### config.mk
export PLATFORM = sky130hd
export DESIGN_NAME = mmio_bus_bridge
export DESIGN_NICKNAME = d
export VERILOG_FILES = /design/src/rtl/mmio_bus_bridge.sv
export SDC_FILE = /design/constraint.sdc
export NUM_CORES = 1
export LEC_CHECK = 0
export ABC_AREA = 1
export BUFFER_PORTS_ARGS = -buffer_cell sky130_fd_sc_hd__buf_2
export CAP_MARGIN = 20
export CORE_ASPECT_RATIO = 1.2
export CORE_MARGIN = 5
export CORE_UTILIZATION = 55
export CTS_BUF_LIST = sky130_fd_sc_hd__clkbuf_16
export DETAILED_ROUTE_END_ITERATION = 8
export PLACE_DENSITY = 0.81
export SETUP_SLACK_MARGIN = 0.2
export SYNTH_ARGS = -nofsm -noshare
export SYNTH_HDL_FRONTEND = slang
export SYNTH_SLANG_ARGS = --single-unit
### constraint.sdc
create_clock -name CLK -period 4.8 [get_ports CLK]
set_input_delay 0.72 -clock CLK [delete_from_list [all_inputs] [get_ports CLK]]
set_output_delay 0.72 -clock CLK [all_outputs]
set_load 0.03 [all_outputs]
### src/rtl/mmio_bus_bridge.sv
// Data-side bridge: decodes core accesses to RAM, a GPIO/timer register bank or
// unmapped space, and returns read data from all targets with one-cycle latency.
module mmio_bus_bridge #(
    parameter int          RAM_AW      = 10,
    parameter int          GPIO_W      = 8,
    parameter logic [3:0]  PERIPH_BASE = 4'h4
) (
    input  logic              CLK,
    input  logic              RESET,
    input  logic [31:0]       daddr,
    input  logic [31:0]       ddata_w,
    input  logic              MemRead,
    input  logic              MemWrite,
    output logic [31:0]       ddata_r,
    output logic [RAM_AW-1:0] ram_address,
    output logic [31:0]       ram_data,
    output logic              ram_wren,
    output logic              ram_wread,
    input  logic [31:0]       ram_q,
    input  logic [GPIO_W-1:0] gpio_in,
    output logic [GPIO_W-1:0] gpio_out,
    output logic              irq,
    output logic              bus_err
);

    typedef enum logic [1:0] {
        SEL_RAM    = 2'd0,
        SEL_PERIPH = 2'd1,
        SEL_ZERO   = 2'd2
    } sel_e;

    localparam logic [2:0] OFF_GPIO_OUT = 3'd0;
    localparam logic [2:0] OFF_GPIO_IN  = 3'd1;
    localparam logic [2:0] OFF_CNT      = 3'd2;
    localparam logic [2:0] OFF_CMP      = 3'd3;
    localparam logic [2:0] OFF_CTRL     = 3'd4;
    localparam logic [2:0] OFF_STATUS   = 3'd5;

    sel_e              sel_q, sel_d;
    logic [31:0]       prdata_q, prdata_d;
    logic              err_q, err_d;
    logic [GPIO_W-1:0] gpio_q, gpio_d;
    logic [GPIO_W-1:0] sync1_q, sync2_q;
    logic [31:0]       cnt_q, cnt_d;
    logic [31:0]       cmp_q, cmp_d;
    logic [2:0]        ctrl_q, ctrl_d;
    logic              match_q, match_d;

    logic        hit_ram, hit_per, aligned, access, acc_ok, acc_err;
    logic        rd_only, per_wr, tmr_match;
    logic [2:0]  off;
    logic [31:0] per_rdata;

    // Address decode; an erroring access is blocked from every target.
    always_comb begin
        hit_ram = (daddr[31:28] == 4'h0);
        hit_per = (daddr[31:28] == PERIPH_BASE) && (daddr[27:5] == 23'd0);
        aligned = (daddr[1:0] == 2'b00);
        access  = MemRead | MemWrite;
        acc_ok  = aligned & (hit_ram | hit_per);
        acc_err = access & ~acc_ok;
        rd_only = MemRead & ~MemWrite;
        per_wr  = MemWrite & hit_per & aligned;
        off     = daddr[4:2];
    end

    assign ram_address = daddr[RAM_AW+1:2];
    assign ram_data    = ddata_w;
    assign ram_wren    = MemWrite & hit_ram & aligned;
    assign ram_wread   = rd_only & hit_ram & aligned;

    always_comb begin
        per_rdata = 32'd0;
        case (off)
            OFF_GPIO_OUT: per_rdata = 32'(gpio_q);
            OFF_GPIO_IN:  per_rdata = 32'(sync2_q);
            OFF_CNT:      per_rdata = cnt_q;
            OFF_CMP:      per_rdata = cmp_q;
            OFF_CTRL:     per_rdata = {29'd0, ctrl_q};
            OFF_STATUS:   per_rdata = {31'd0, match_q};
            default:      per_rdata = 32'd0;
        endcase
    end

    // Read select only moves on a pure read; collisions behave as writes.
    always_comb begin
        sel_d    = sel_q;
        prdata_d = prdata_q;
        if (rd_only) begin
            if (acc_err) begin
                sel_d = SEL_ZERO;
            end else if (hit_ram) begin
                sel_d = SEL_RAM;
            end else begin
                sel_d    = SEL_PERIPH;
                prdata_d = per_rdata;
            end
        end
    end

    always_comb begin
        ddata_r = 32'd0;
        case (sel_q)
            SEL_RAM:    ddata_r = ram_q;
            SEL_PERIPH: ddata_r = prdata_q;
            default:    ddata_r = 32'd0;
        endcase
    end

    assign tmr_match = ctrl_q[0] & (cnt_q == cmp_q);

    // A core write to CNT beats both increment and auto-reload; a match beats W1C.
    always_comb begin
        err_d   = err_q | acc_err;
        gpio_d  = gpio_q;
        cmp_d   = cmp_q;
        ctrl_d  = ctrl_q;
        cnt_d   = cnt_q;
        match_d = match_q;
        if (per_wr && off == OFF_GPIO_OUT) gpio_d = ddata_w[GPIO_W-1:0];
        if (per_wr && off == OFF_CMP)      cmp_d  = ddata_w;
        if (per_wr && off == OFF_CTRL)     ctrl_d = ddata_w[2:0];
        if (per_wr && off == OFF_CNT) begin
            cnt_d = ddata_w;
        end else if (ctrl_q[0]) begin
            cnt_d = (tmr_match && ctrl_q[1]) ? 32'd0 : cnt_q + 32'd1;
        end
        if (tmr_match) begin
            match_d = 1'b1;
        end else if (per_wr && off == OFF_STATUS && ddata_w[0]) begin
            match_d = 1'b0;
        end
    end

    always_ff @(posedge CLK or posedge RESET) begin
        if (RESET) begin
            sel_q    <= SEL_RAM;
            prdata_q <= 32'd0;
            err_q    <= 1'b0;
            gpio_q   <= '0;
            sync1_q  <= '0;
            sync2_q  <= '0;
            cnt_q    <= 32'd0;
            cmp_q    <= 32'd0;
            ctrl_q   <= 3'd0;
            match_q  <= 1'b0;
        end else begin
            sel_q    <= sel_d;
            prdata_q <= prdata_d;
            err_q    <= err_d;
            gpio_q   <= gpio_d;
            sync1_q  <= gpio_in;
            sync2_q  <= sync1_q;
            cnt_q    <= cnt_d;
            cmp_q    <= cmp_d;
            ctrl_q   <= ctrl_d;
            match_q  <= match_d;
        end
    end

    assign gpio_out = gpio_q;
    assign irq      = match_q & ctrl_q[2];
    assign bus_err  = err_q;

endmodule

==> results.tsv, run 1 <==
metric	value	unit
hold_viol_final	0	
synth_area_leaders	dfrtp_1 38%, nand2_1 18%, nand3_1 9.8%	
n_fill_cell	1396	
clkTransAtPathRegs	0.06	ns
rrSetupSlack	2.14	ns
worst-endpoint-required	4.08	ns
clockBufferDepth	2	
grt_antenna_before_repair	0	
nets	1459	
vias	8521	
critPathArrivalTime	2.16	ns
synth_warnings	0	
ctsResizeCount	0	
numPortBuffers	193	
maxSlewViolCount	0	
rsz0062_at_grt	no	
syn_inst	1228	
start_util	55.5	%
syn_area_per_cell	6.73	sq um
final_common_cell	nand2_1	
period_minus_slack	2.88	ns
max_clock_freq	0.348	GHz
crit_fanout	33	
synth_top_area_share	38.4	%
ios	194	
powerDensity	270	mW/mm^2
layout.cells.non_filler	1568	
fin_crit_sh	60.0	%
final_cell_mix	397 x nand2_1, 193 x buf_2, 161 x nand3_1	
drtIter0Drc	750	
hold_path_class	reg2reg	
grt_start_max_net_pins	66	
hold_ws	0.348	ns
syn_area	0.00827	sq mm
crit_chain	buf_4 -> inv_1 -> nand3_1 -> nand2_1 -> buf_2	
final_core_util	64.7	%
postCtsHoldBufs	0	
ys_seq_area_share	38.4	%
ys_seq_elements	127	
routed_wl	25.0	mm
fp.dieH	144	microns
worst_pin_slew	0.989	ns
cts.sinks	127	
dieWidth	122	microns
synth_area_leader_cell	dfrtp_1	
holdPathStages	0	
area.growth.synth_to_final	16.5	%
coreArea	0.0149	sq mm
max_cap_violations	0	
cp.buffers_inverters	3	
critPathMaxStageDelay	0.67	ns
cts_root_buf	clkbuf_16	
r2r_start	cnt_q[4]	
gp_congestion	1.04	
rows	49	
numCtsBuffers	17	
dieArea	0.0176	sq mm
outcome	complete, no violations	
dp.cells	1534	
ys_types	39	
postCtsSetupBuffers	0	
crit_type	reg2out	
h-tree-depth	4	
whs_endpoint	sync2_q[7]	
tns	0	ns
end_kind	output port	
synth_fp_nets	1337	
drt-wirelength-per-cell	16.0	microns
grt_pass1_vias	7975	
final-setup-viol-count	0	
drive_gt1_share	18.5	%
grt_pass1_wl	39.8	mm
ir_drop	0.170	mV
first_pass_iters	6	
grt-ovfl-total	0	
rr_endpoint	cnt_q[14]	
crit_slowest_cell	inv_1	
leakage	5.14	nW
path_delay_family	buffers and inverters	
reg2reg_depth	8	
hpwl	18.6	mm
startpoint_type	flop	
viasPerCell	5.43	
ant_nets	0	
grt_use_total	28.9	%
clk_latency	0.42	ns
cts_tree	done	
min_from	sync1_q[7]	
drc	0	
skew	0.00804	ns
max_slew_margin	33.9	%
## how the worst max path moves through the flow
| stage | slack, ns | startpoint | to | depth (start not counted) |
|---|---|---|---|---|
| floorplan | 0.70 | RESET | bus_err | 1 |
| global placement | 1.68 | daddr[3] | cnt_q[15] | 12 |
| detailed placement | 1.55 | daddr[3] | cnt_q[13] | 12 |
| CTS | 1.89 | sel_q[0] | ddata_r[14] | 5 |
| global route | 1.70 | daddr[3] | cnt_q[11] | 12 |
| finish | 1.92 | sel_q[0] | ddata_r[10] | 5 |
## state kept, by name, indices dropped and copies added, names as in the netlist
register and cells:
sync1_q 8, prdata_q 32, gpio_out 8, match_q 1, sync2_q 8, ctrl_q 3, cmp_q 32, bus_err 1
sel_q 2, cnt_q 32
## cell type report
cell class / count / area [sq um] / share of cell area, %
diodes: 1 / 2.50 / 0.0260
clock inverters: 15 / 184 / 1.91
repair buffers: 204 / 1060 / 11.0
inverters: 149 / 562 / 5.83
multi-input cells: 851 / 3970 / 41.2
clock buffers: 17 / 425 / 4.42
flip-flops and latches: 127 / 3180 / 33.0
well taps: 204 / 255 / 2.65
## cell families (layout without fill, tap and decap cells)
group	Yosys count	in the layout	synth area share (%)
AO/OA/AOI/OAI	118	118	8.41
XOR/XNOR	21	21	2.22
adder cells (fa/ha/maj)	1	1	0.151
buffers and inverters	250	385	13.7
flip-flops	127	127	38.4
other	0	1	0
AND/OR/NAND/NOR	711	711	37.1
## per-layer routing
| metal | GRT usage (%) | wire [microns] | vias up |
|---|---|---|---|
| li1 | - | - | 4138 |
| met1 | 36.1 | 9790 | 3875 |
| met2 | 47.4 | 11700 | 420 |
| met3 | 7.28 | 2540 | 88 |
| met4 | 13.5 | 967 | 0 |
| met5 | 0 | 0 | - |
## report_power, final
group	total, mW	internal [mW]	switching [mW]
Clock	1.34	0.823	0.515
Sequential	1.08	1.08	0.00285
Combinational	0.186	0.0570	0.129
## synthesized netlist by cell type
| master | instances |
|---|---|
| buf_2 | 25 |
| nor2_4 | 1 |
| xnor2_1 | 5 |
| a21oi_1 | 4 |
| nand2_2 | 3 |
| clkinv_1 | 3 |
| o21ai_1 | 24 |
| nor2_2 | 4 |
| inv_2 | 1 |
| o21ai_2 | 1 |
| xor2_1 | 16 |
| buf_1 | 5 |
| buf_4 | 42 |
| a221oi_1 | 5 |
| nor4_1 | 1 |
| nand2_1 | 397 |
| o21bai_1 | 1 |
| and3_1 | 1 |
| nor3_1 | 13 |
| o22ai_1 | 8 |
| or2_1 | 1 |
| nor3_2 | 2 |
| nor3_4 | 1 |
| o2bb2ai_1 | 1 |
| clkbuf_1 | 27 |
| a22oi_1 | 24 |
| dfrtp_1 | 127 |
| nor2_1 | 84 |
| or2_2 | 1 |
| ha_1 | 1 |
| inv_1 | 145 |
| o2111ai_1 | 1 |
| nand3b_1 | 14 |
| o21ai_0 | 48 |
| nand3_1 | 162 |
| clkbuf_2 | 2 |
| nand4_1 | 25 |
| nand3_2 | 1 |
| a211oi_1 | 1 |
## stage by stage
| step | setup WS [ns] | area (sq um) | power [mW] |
|---|---|---|---|
| 2_1_floorplan | 0.696 | 8270 | 1.22 |
| 3_3_place_gp | 1.68 | 9000 | 1.28 |
| 3_5_place_dp | 1.55 | 9000 | 1.29 |
| 4_1_cts | 1.89 | 9610 | 2.61 |
| 5_1_grt | 1.70 | 9630 | 2.68 |
| 6_report | 1.92 | 9630 | 2.61 |
## worst register-to-register path: cells and delay by family (launching register included)
| family | cells | cell delay (ns) |
|---|---|---|
| and+or+nand+nor | 7 | 1.60 |
| DFF | 1 | 0.48 |
| xor gates and xnor gates | 1 | 0.46 |
Note: power is estimated with default switching activity, not from simulation.
==> run 2: changes to the inputs <==
--- a/config.mk
+++ b/config.mk
@@ -10,10 +10,10 @@
 export CAP_MARGIN = 20
 export CORE_ASPECT_RATIO = 1.2
 export CORE_MARGIN = 5
-export CORE_UTILIZATION = 55
+export CORE_UTILIZATION = 50
 export CTS_BUF_LIST = sky130_fd_sc_hd__clkbuf_16
 export DETAILED_ROUTE_END_ITERATION = 8
-export PLACE_DENSITY = 0.81
+export PLACE_DENSITY = 0.78
 export SETUP_SLACK_MARGIN = 0.2
 export SYNTH_ARGS = -nofsm -noshare
 export SYNTH_HDL_FRONTEND = slang
==> constraint.sdc (replaced) <==
create_clock -name CLK -period 2.41 [get_ports CLK]
set_input_delay 0.3615 -clock CLK [delete_from_list [all_inputs] [get_ports CLK]]
set_output_delay 0.3615 -clock CLK [all_outputs]
set_load 0.03 [all_outputs]
==> run 2 against run 1 <==
Against the previous run: global-route usage down 2.5 points; final cell count up 1.1%; register-to-register slack worse by 1.7 ns; wire length up 1.6%; first-iteration DRC count unchanged; sequential share of layout area down 0.25 points; final area up 0.75%; total power up 88%; non-clock buffer count up 11; critical path depth unchanged; setup slack worse by 1.6 ns; critical path type unchanged; largest cell class unchanged.
==> results.tsv, run 2 (same netlist as run 1, synthesis figures left out) <==
metric	value	unit
crit_chain	inv_4 -> buf_12 -> nand3_1 -> nand2_1 -> buf_2	
max_slew_margin	48.8	%
reg2reg_depth	8	
grt_start_max_net_pins	128	
outcome	complete, no violations	
gp_congestion	1.01	
dieArea	0.0192	sq mm
drc	0	
routed_wl	25.4	mm
drtIter0Drc	750	
total_power	4.90	mW
powerDensity	505	mW/mm^2
clkTransAtPathRegs	0.06	ns
ir_drop	0.311	mV
leakage	5.16	nW
postCtsHoldBufs	0	
max_clock_freq	0.487	GHz
cts_root_buf	clkbuf_16	
dieWidth	127	microns
area.growth.synth_to_final	17.4	%
fin_crit_sh	85.1	%
worst_pin_slew	0.767	ns
hpwl	19.2	mm
final_common_cell	nand2_1	
diodes	0	
ant_nets	0	
grt-ovfl-total	0	
numCtsBuffers	17	
nets	1470	
cp.buffers_inverters	3	
seqCellArea	0.00318	sq mm
clk_latency	0.43	ns
holdPathStages	1	
drt-wirelength-per-cell	16.0	microns
hold_path_class	in2reg	
grt_pass1_wl	40.2	mm
fp.dieH	151	microns
rsz0062_at_grt	no	
whs_endpoint	sync1_q[5]	
cp-startpoint	sel_q[1]	
period_minus_slack	2.05	ns
h-tree-depth	4	
first_pass_iters	5	
critPathMaxStageDelay	0.41	ns
coreArea	0.0163	sq mm
rrSetupSlack	0.41	ns
max_cap_violations	0	
cts_tree	done	
skew	0.00654	ns
tns	0	ns
grt_use_total	26.4	%
n_fill_cell	1615	
top_regs	cmp_q x32, cnt_q x32, prdata_q x32	
multiInputGateArea	0.00397	sq mm
numPortBuffers	193	
grt_antenna_before_repair	1	
ios	194	
worst-endpoint-required	2.05	ns
min_from	gpio_in[5]	
r2r_start	cnt_q[10]	
critPathArrivalTime	1.69	ns
drive_gt1_share	19.1	%
maxSlewViolCount	0	
path_delay_family	buffers and inverters	
rr_endpoint	cnt_q[21]	
start_util	50.8	%
final_cell_mix	397 x nand2_1, 193 x buf_2, 161 x nand3_1	
startpoint_type	flop	
grt_pass1_vias	7856	
crit_type	reg2out	
viasPerCell	5.31	
vias	8428	
crit_fanout	35	
cts.sinks	127	
final-setup-viol-count	0	
end_kind	output port	
hold_viol_final	0	
clockBufferDepth	2	
crit_slowest_cell	dfrtp_1	
rows	51	
==> run 2: cell count changes in the layout (fill, tap and decap cells not counted), sizes merged <==
cell and delta:
clkinvlp +5, buf +11, clkinv -4, bufinv -3, diode -1, inv +2
==> run 2: routing by layer <==
metal | track usage, % | vias up | share of wire, %
met3 | 3.88 | 52 | 7.6
met4 | 7.99 | 2 | 2.0
met2 | 44.7 | 370 | 49
li1 | - | 4155 | -
met5 | 0 | - | 0.028
met1 | 35.2 | 3849 | 42
==> run 2: worst max path at each step <==
stage | slack (ns) | endpoint | cells past startpoint
6_report | 0.36 | ddata_r[12] | 5
3_5_place_dp | 0.33 | cnt_q[0] | 10
5_1_grt | 0.22 | ddata_r[13] | 5
4_1_cts | 0.22 | ddata_r[13] | 5
2_1_floorplan | 0.48 | bus_err | 1
3_3_place_gp | 0.40 | cnt_q[19] | 10
==> run 2: cell type report <==
type                       count  area share, %
clock buffer                  17           4.38
clock inverter                15           1.16
inverter                     149           5.83
tap                          212           2.73
timing repair buffer         215           12.3
multi-input combinational    851           40.9
sequential                   127           32.7
==> run 2: report_power, final <==
| group | leakage (nW) | switching (mW) | total (mW) | internal [mW] |
|---|---|---|---|---|
| combinational | 3.19 | 0.257 | 0.376 | 0.119 |
| sequential | 1.72 | 0.00571 | 2.15 | 2.15 |
| clock | 0.250 | 1.05 | 2.37 | 1.32 |
==> run 2: metrics by stage <==
step / setup WS [ns] / cell area (sq um) / hold WS (ns) / util (%) / cells
after detailed placement: 0.326 / 9170 / 0.336 / 56.3 / 1554
after global routing: 0.224 / 9710 / 0.0258 / 59.7 / 1586
after CTS: 0.216 / 9700 / 0.0334 / 59.6 / 1586
final: 0.358 / 9710 / 0.0370 / 59.7 / 1586
after global placement: 0.398 / 9170 / 0.334 / 56.3 / 1554
after floorplan: 0.481 / 8270 / 0.331 / - / 1228
==> run 2: what timing repair did <==
| action | in CTS | in global routing |
|---|---|---|
| gates resized for setup | 0 | 2 |
| hold endpoints to repair | 0 | 0 |
| setup endpoints to repair | 0 | 29 |
| buffers inserted | 0 | 0 |
